**src/rtl/program_loader.sv**
```systemverilog
// Boot loader: receives a length-prefixed byte image, packs it into 32-bit RAM words
// from address 0, then hands the RAM port to the CPU. LOADER_CHECKSUM_EN adds an XOR trailer check.
module program_loader #(
    parameter int SIZE      = 14,
    parameter int MAX_WORDS = 16384
) (
    input  logic            clk,
    input  logic            rst,
    input  logic [7:0]      in_data,
    input  logic            in_valid,
    output logic            in_ready,
    input  logic            reload,
    input  logic            cpu_wrEn,
    input  logic [SIZE-1:0] cpu_addr,
    input  logic [31:0]     cpu_data,
    output logic            ram_wrEn,
    output logic [SIZE-1:0] ram_addr,
    output logic [31:0]     ram_data,
    output logic            cpu_rst,
    output logic            load_done,
    output logic            load_err,
    output logic [15:0]     words_loaded
);

`ifdef LOADER_CHECKSUM_EN
    typedef enum logic [2:0] {LEN_LO, LEN_HI, DATA, WRITE, CHK, RUN, ERR} state_t;
`else
    typedef enum logic [2:0] {LEN_LO, LEN_HI, DATA, WRITE, RUN, ERR} state_t;
`endif

    state_t            state_reg;
    logic [15:0]       cnt_reg;
    logic [1:0]        byte_idx_reg;
    logic [SIZE-1:0]   addr_reg;
    logic [15:0]       words_reg;
    logic              cpu_rst_reg;
    logic              load_done_reg;
    logic              load_err_reg;
    logic [31:0]       word_assembled;
    logic [15:0]       len_next;
    logic [15:0]       words_next;
    logic              accept;
`ifdef LOADER_CHECKSUM_EN
    logic [7:0]        xor_reg;
`endif

    // in_ready depends only on state; rst masks it so nothing is consumed in the reset cycle.
    always_comb begin
        in_ready = 1'b0;
        case (state_reg)
            LEN_LO, LEN_HI, DATA: in_ready = 1'b1;
`ifdef LOADER_CHECKSUM_EN
            CHK:                  in_ready = 1'b1;
`endif
            default:              in_ready = 1'b0;
        endcase
        if (rst) begin
            in_ready = 1'b0;
        end
    end

    assign accept     = in_valid & in_ready;
    assign len_next   = {in_data, cnt_reg[7:0]};
    assign words_next = words_reg + 16'd1;

    // One register per byte lane; the lane selected by byte_idx_reg captures the accepted byte.
    generate
        for (genvar gi = 0; gi < 4; gi++) begin : g_lane
            logic [7:0] lane_reg;
            always_ff @(posedge clk) begin
                if (rst) begin
                    lane_reg <= 8'h00;
                end else if (state_reg == DATA && accept && byte_idx_reg == 2'(gi)) begin
                    lane_reg <= in_data;
                end
            end
            assign word_assembled[gi*8 +: 8] = lane_reg;
        end
    endgenerate

    always_ff @(posedge clk) begin
        if (rst) begin
            state_reg     <= LEN_LO;
            cnt_reg       <= 16'h0000;
            byte_idx_reg  <= 2'd0;
            addr_reg      <= '0;
            words_reg     <= 16'h0000;
            cpu_rst_reg   <= 1'b1;
            load_done_reg <= 1'b0;
            load_err_reg  <= 1'b0;
`ifdef LOADER_CHECKSUM_EN
            xor_reg       <= 8'h00;
`endif
        end else begin
`ifdef LOADER_CHECKSUM_EN
            if (accept) begin
                xor_reg <= xor_reg ^ in_data;
            end
`endif
            case (state_reg)
                LEN_LO: begin
                    if (accept) begin
                        cnt_reg[7:0] <= in_data;
                        state_reg    <= LEN_HI;
                    end
                end
                LEN_HI: begin
                    if (accept) begin
                        cnt_reg[15:8] <= in_data;
                        addr_reg      <= '0;
                        words_reg     <= 16'h0000;
                        byte_idx_reg  <= 2'd0;
                        if (int'(len_next) > MAX_WORDS) begin
                            state_reg    <= ERR;
                            load_err_reg <= 1'b1;
                        end else if (len_next == 16'h0000) begin
`ifdef LOADER_CHECKSUM_EN
                            state_reg     <= CHK;
`else
                            state_reg     <= RUN;
                            cpu_rst_reg   <= 1'b0;
                            load_done_reg <= 1'b1;
`endif
                        end else begin
                            state_reg <= DATA;
                        end
                    end
                end
                DATA: begin
                    if (accept) begin
                        byte_idx_reg <= byte_idx_reg + 2'd1;
                        if (byte_idx_reg == 2'd3) begin
                            state_reg <= WRITE;
                        end
                    end
                end
                WRITE: begin
                    addr_reg  <= addr_reg + 1'b1;
                    words_reg <= words_next;
                    // Compared on the 16-bit count so a full 2**SIZE image cannot alias to 0.
                    if (words_next == cnt_reg) begin
`ifdef LOADER_CHECKSUM_EN
                        state_reg     <= CHK;
`else
                        state_reg     <= RUN;
                        cpu_rst_reg   <= 1'b0;
                        load_done_reg <= 1'b1;
`endif
                    end else begin
                        state_reg <= DATA;
                    end
                end
`ifdef LOADER_CHECKSUM_EN
                CHK: begin
                    if (accept) begin
                        if (in_data == xor_reg) begin
                            state_reg     <= RUN;
                            cpu_rst_reg   <= 1'b0;
                            load_done_reg <= 1'b1;
                        end else begin
                            state_reg    <= ERR;
                            load_err_reg <= 1'b1;
                        end
                    end
                end
`endif
                RUN: begin
                    if (reload) begin
                        state_reg     <= LEN_LO;
                        cpu_rst_reg   <= 1'b1;
                        load_done_reg <= 1'b0;
                        words_reg     <= 16'h0000;
                        addr_reg      <= '0;
                        byte_idx_reg  <= 2'd0;
                        cnt_reg       <= 16'h0000;
`ifdef LOADER_CHECKSUM_EN
                        xor_reg       <= 8'h00;
`endif
                    end
                end
                ERR: begin
                    state_reg <= ERR;
                end
                default: begin
                    state_reg <= LEN_LO;
                end
            endcase
        end
    end

    // RAM port: loader owns it in WRITE, the CPU owns it in RUN, otherwise idle.
    always_comb begin
        ram_wrEn = 1'b0;
        ram_addr = '0;
        ram_data = 32'h0000_0000;
        if (state_reg == WRITE) begin
            ram_wrEn = 1'b1;
            ram_addr = addr_reg;
            ram_data = word_assembled;
        end else if (state_reg == RUN) begin
            ram_wrEn = cpu_wrEn;
            ram_addr = cpu_addr;
            ram_data = cpu_data;
        end
    end

    assign cpu_rst      = cpu_rst_reg;
    assign load_done    = load_done_reg;
    assign load_err     = load_err_reg;
    assign words_loaded = words_reg;

endmodule

```
**config.mk**
```make
export PLATFORM = sky130hd
export DESIGN_NAME = program_loader
export DESIGN_NICKNAME = d
export VERILOG_FILES = /design/src/rtl/program_loader.sv
export SDC_FILE = /design/constraint.sdc
export NUM_CORES = 1
export LEC_CHECK = 0
export ABC_AREA = 1
export CORE_ASPECT_RATIO = 0.8
export CORE_MARGIN = 3
export CORE_UTILIZATION = 30
export DETAILED_ROUTE_END_ITERATION = 12
export PLACE_DENSITY = 0.58
export SKIP_CTS_REPAIR_TIMING = 1
export SLEW_MARGIN = 20
export SYNTH_ARGS = -nofsm -noshare
export SYNTH_HDL_FRONTEND = slang
export SYNTH_SLANG_ARGS = --single-unit
```
**constraint.sdc**
```tcl
create_clock -name clk -period 2.95 [get_ports clk]
set_input_delay 0.59 -clock clk [delete_from_list [all_inputs] [get_ports clk]]
set_output_delay 0.59 -clock clk [all_outputs]
set_load 0.1 [all_outputs]
```
Word level (Yosys, flattened, before mapping)
Index checks and enable logic that the tools add are counted.

Add/sub/neg operators: 3. Magnitude comparators: 1. Equal/unequal tests: 17. Multiplexer cells: 42. Bitwise logic cells: 1. Reduce and logical (&&, ||, !) cells: 20.

Operators by type and width (number): 32-bit 2-to-1 mux (2); 14-bit 2-to-1 mux (4); 16-bit case mux with 3 select lines (1); 14-bit case mux with 3 select lines (1); 16-bit 2-to-1 mux (2); 8-bit case mux with 2 select lines (2); 3-bit 2-to-1 mux (8); 3-bit case mux with 6 select lines (1); 16-bit by 1-bit adder with 16-bit output (second input constant) (1); 16-bit == test (1); 16-bit by 15-bit greater-than comparator with 1-bit output (second input constant) (1); 16-bit logical NOT (1); 14-bit by 1-bit adder with 14-bit output (second input constant) (1); 1-bit 2-to-1 mux (14); 2-bit inequality test (second input constant) (7); 3-bit AND reduction (4); 8-bit 2-to-1 mux (1); 3-bit by 2-bit == test with 1-bit output (second input constant) (2); 3-bit == test (second input constant) (2); 2-bit 2-to-1 mux (3); 1-bit case mux with 3 select lines (2); 2-bit case mux with 3 select lines (1); 6-bit AND reduction (1); 3-bit nonzero test (2); 13 further kinds (19).

Bits in registers: 86. Bits of input ports: 59. Output and inout bits: 67.

Logic depth before layout (Yosys ltp)
Word-level depth: 7. Gate-level depth with buffers: 16.

Least setup slack after synthesis
OpenSTA, ideal clock, no wires.

Path type: reg2out. Start: register state_reg[1]. End: output ram_addr[10]. Arrival time: 3054 ps. Data required time: 2360 ps. Path slack: -694 ps. Cell stages (with the launch flop): 6. Path buffers: 1. Path through: dfxtp_1 nand2_1 nor2_1 inv_1 clkbuf_1 o21ai_0.

Longest elaborated chain between the ends: 3. Elaborated cells on any way between the ends: 4. Those cells by class: eq/ne (2); mux (2).

RTL lines: start: declaration (RTL line 31) `state_t state_reg;`; start signal: assignment (RTL line 83) `state_reg <= LEN_LO;`; start signal: assignment (RTL line 104) `state_reg <= LEN_HI;`; start signal: assignment (RTL line 114) `state_reg <= ERR;`; 3-bit == test (RTL line 200) `end else if (state_reg == RUN) begin`; 14-bit 2-to-1 mux (RTL line 200); 14-bit 2-to-1 mux * (RTL line 196) `if (state_reg == WRITE) begin`; end: declaration (RTL line 17) `output logic [SIZE-1:0] ram_addr,`.

Mark *: on every way between the ends. The rest lies on a longest branch, timed or not.

Final worst setup path
Start: register state_reg[1]. End: output ram_addr[2].

The elaborated chain is that of the path after synthesis.

==> summary.md <==
| Metric | Value |
|---|---|
| Status | `completed` |
| Fin cells | `approximately 1,000` |
| WP data arrival | `about 2.1 ns` |
| Fmax | `between 300 and 400 MHz` |
| Leak pwr | `between 0.002 and 0.003 uW` |
| Power density cells | `846 nW/um^2` |
| Post-Route Utilization | `45.6%` |
| Post-synth EDFFs | `0` |
| Nets@finish | `about 860` |
| Worst reg2reg path endpoint | `cpu_rst` |
| Post-route ant nets | `0` |
| First-pass GRT wire length | `24,700 microns` |
| HP Class | `reg2reg` |
| # diodes | `0` |
| #FFs+latches synth | `86` |
| Worst setup SP type | `flop` |
| Io pins | `126` |
| Syn Inst Count | `673` |
| Port bufs | `about 130` |
| Slew @ Worst Pin | `approximately 0.55 ns` |
| Tcrit/Tclk final | `91.7%` |
| Synth cell types | `37` |
| Peak supply drop | `355 uV` |
| Die height | `around 120 microns` |
| Skew final | `between 0.006 and 0.007 ns` |
| Initial DRT Pass Iterations | `5` |
| Required time of the worst setup path | `2.36 ns` |
| Worst-Skew Late Latency | `0.34 ns` |
| Slew margin rel. | `a little over three fifths` |
| Crit Path Class | `reg2out` |
| Max-cap check violation count | `0` |
| Post-Syn Area | `about 4700 sq um` |
| CP max-delay cell | `dfxtp_1` |
| Area share of the largest cell type after synthesis | `36.5%` |
| CP max FO | `13` |
| Syn avg cell area | `approximately 7.0 sq um` |
| Top FF cell, synth | `dfxtp_1` |
| Initial Utilization | `31.0%` |
| DIE AREA | `17,300 sq um` |
| Clk pin slew, worst setup/hold paths | `0.06 ns` |
| Commonest cells in the synthesized netlist | `138 x nand2_1, 86 x dfxtp_1, 74 x a21oi_1` |
| WHS | `roughly 0.47 ns` |
| Worst setup startpoint | `state_reg[1]` |
| Clock buffer depth | `2` |
| DRC viols | `0` |
| Area contributors post-synth | `dfxtp_1 37%, nand2_1 11%, a21oi_1 7.9%, o21ai_0 6.3%, a22o_1 6.1%` |
| Slowest stage delay, CP | `0.42 ns` |
| Async set-reset flop share out of synthesis | `0%` |
| Largest net degree at the start of global routing | `44` |
| Antenna violations before repair | `0` |
| RSZ-0062 raised after global routing | `no` |
| Clk root buf | `clkbuf_16` |
| Critical Path End Type | `output pin` |
| Drt total wl | `15,100 microns` |
| Congestion Overflow GR | `0` |
| Area Growth Syn to Fin | `47.3%` |
| Layout cell share with drive strength beyond 1 | `17.3%` |
| Initial DRC count | `about 290` |
| Filler cells | `1,542` |
| Slew Viols, Final | `0` |
| CTS tree | `built` |
| H-Tree Depth | `3` |
| GRT Total Usage | `17.4%` |
| Gpl congestion | `0.863` |
| Clock Sinks | `86` |
| Total CTS buffers | `9` |
| R2R Path Start | `words_loaded[0]` |
| TNS Setup | `0 ns` |
| Yosys warnings | `0` |
| Final Hold Fails | `0` |
| Core ar. | `15,200 sq um` |
| Num rows | `40` |
| Period minus WS final | `2.71 ns` |
| Die width | `around 150 microns` |
| R2R Setup Slk | `0.72 ns` |
| Cell with the most instances after synthesis | `nand2_1` |
| Syn nets | `738` |
| WL/cell | `roughly 15 microns` |
| Vias in the first global route | `4,706` |
| DPL Wire Length | `between 10,000 and 15,000 microns` |
| Crit-path cells | `nand2_1, nor2_4, inv_1, o21ai_0, buf_12` |
| Placed Cells | `991` |
| Largest area contributor in the netlist | `dfxtp_1` |
| Vias/cell | `4.89` |
| Vias | `4,929` |
| Worst setup path end | `ram_addr[2]` |
| Final-report setup violation count | `0` |
| Reg2Reg Depth | `12` |
| Sequential share of the synthesized area | `a little over a third` |
| Largest register FFs | `32` |
[layout make-up]
cell class	instances	area [sq um]	share of cell area, %
timing repair buffer	134	1760	25.4
multi-input combinational	479	2570	37.0
tap	210	263	3.78
sequential	86	1720	24.8
clock inverter	4	70.1	1.01
clock buffer	12	246	3.55
inverter	82	313	4.50
[per-stage QoR]
stage | total power, uW | instance area, sq um | setup slack (ns)
finish | 5870 | 6940 | 0.244
global route | 6230 | 6940 | 0.114
CTS | 5910 | 6940 | 0.224
detailed placement | 4670 | 6630 | 0.446
global placement | 4670 | 6630 | 0.422
floorplan | 3830 | 4720 | -0.694
[layout by cell type (no fill, tap or decap), types with 2 or more instances in the layout]
cell type	count
dfxtp_1	86
nand4_1	14
nand3_2	3
clkinv_2	2
nand2_2	9
nor2_1	37
inv_2	11
a21oi_1	74
nor2_2	8
a31oi_1	2
clkbuf_16	9
inv_1	70
o21ai_1	3
a22o_1	33
o21ai_0	59
buf_12	49
buf_4	27
nand3_1	49
a211oi_1	15
nor3_1	7
clkbuf_1	2
bufinv_16	2
ha_1	6
clkdlybuf4s50_1	58
nor2_4	8
nand2_1	138
a21oi_2	3
[worst min-delay path by stage]
stage	start	endpoint	slack (ns)	cells after the start
global route	cnt_reg[10]	cnt_reg[10]	0.50	2
detailed placement	cnt_reg[15]	cnt_reg[15]	0.46	2
floorplan	addr_reg[7]	addr_reg[7]	0.44	2
global placement	cnt_reg[15]	cnt_reg[15]	0.46	2
CTS	cnt_reg[15]	cnt_reg[15]	0.47	2
finish	cnt_reg[15]	cnt_reg[15]	0.47	2
[critical path: cells and delay by family (launching register included)]
family | cells | cell delay [ns]
AO/OA/AOI/OAI | 1 | 0.38
buffers and inverters | 2 | 0.48
flip-flops | 1 | 0.42
AND/OR/NAND/NOR | 2 | 0.49
[cell families (layout without fill, tap and decap cells)]
logic type / Yosys count / after routing / synth area share (%)
DFF: 86 / 86 / 36.5
adders and majority gates: 6 / 6 / 1.59
and+or+nand+nor: 278 / 278 / 27.7
xor gates and xnor gates: 2 / 2 / 0.372
AOI/OAI and AO/OA: 193 / 193 / 24.6
buffers and inverters: 108 / 232 / 9.23
[layer usage]
metal / global-route usage (%) / wire length, microns / up-vias
met5: 0 / 0 / -
met4: 2.00 / 56 / 0
met3: 5.02 / 928 / 7
met2: 26.1 / 6580 / 150
met1: 25.6 / 7530 / 2252
li1: - / - / 2520
[report_power, final]
part	total, uW	leakage [uW]	switching (uW)	internal [uW]
clock	1220	0.000157	461	763
sequential	1610	0.000697	232	1380
combinational	3040	0.00190	2190	854
total	5870	0.00275	2880	2990
(Power assumes the default switching activity.)
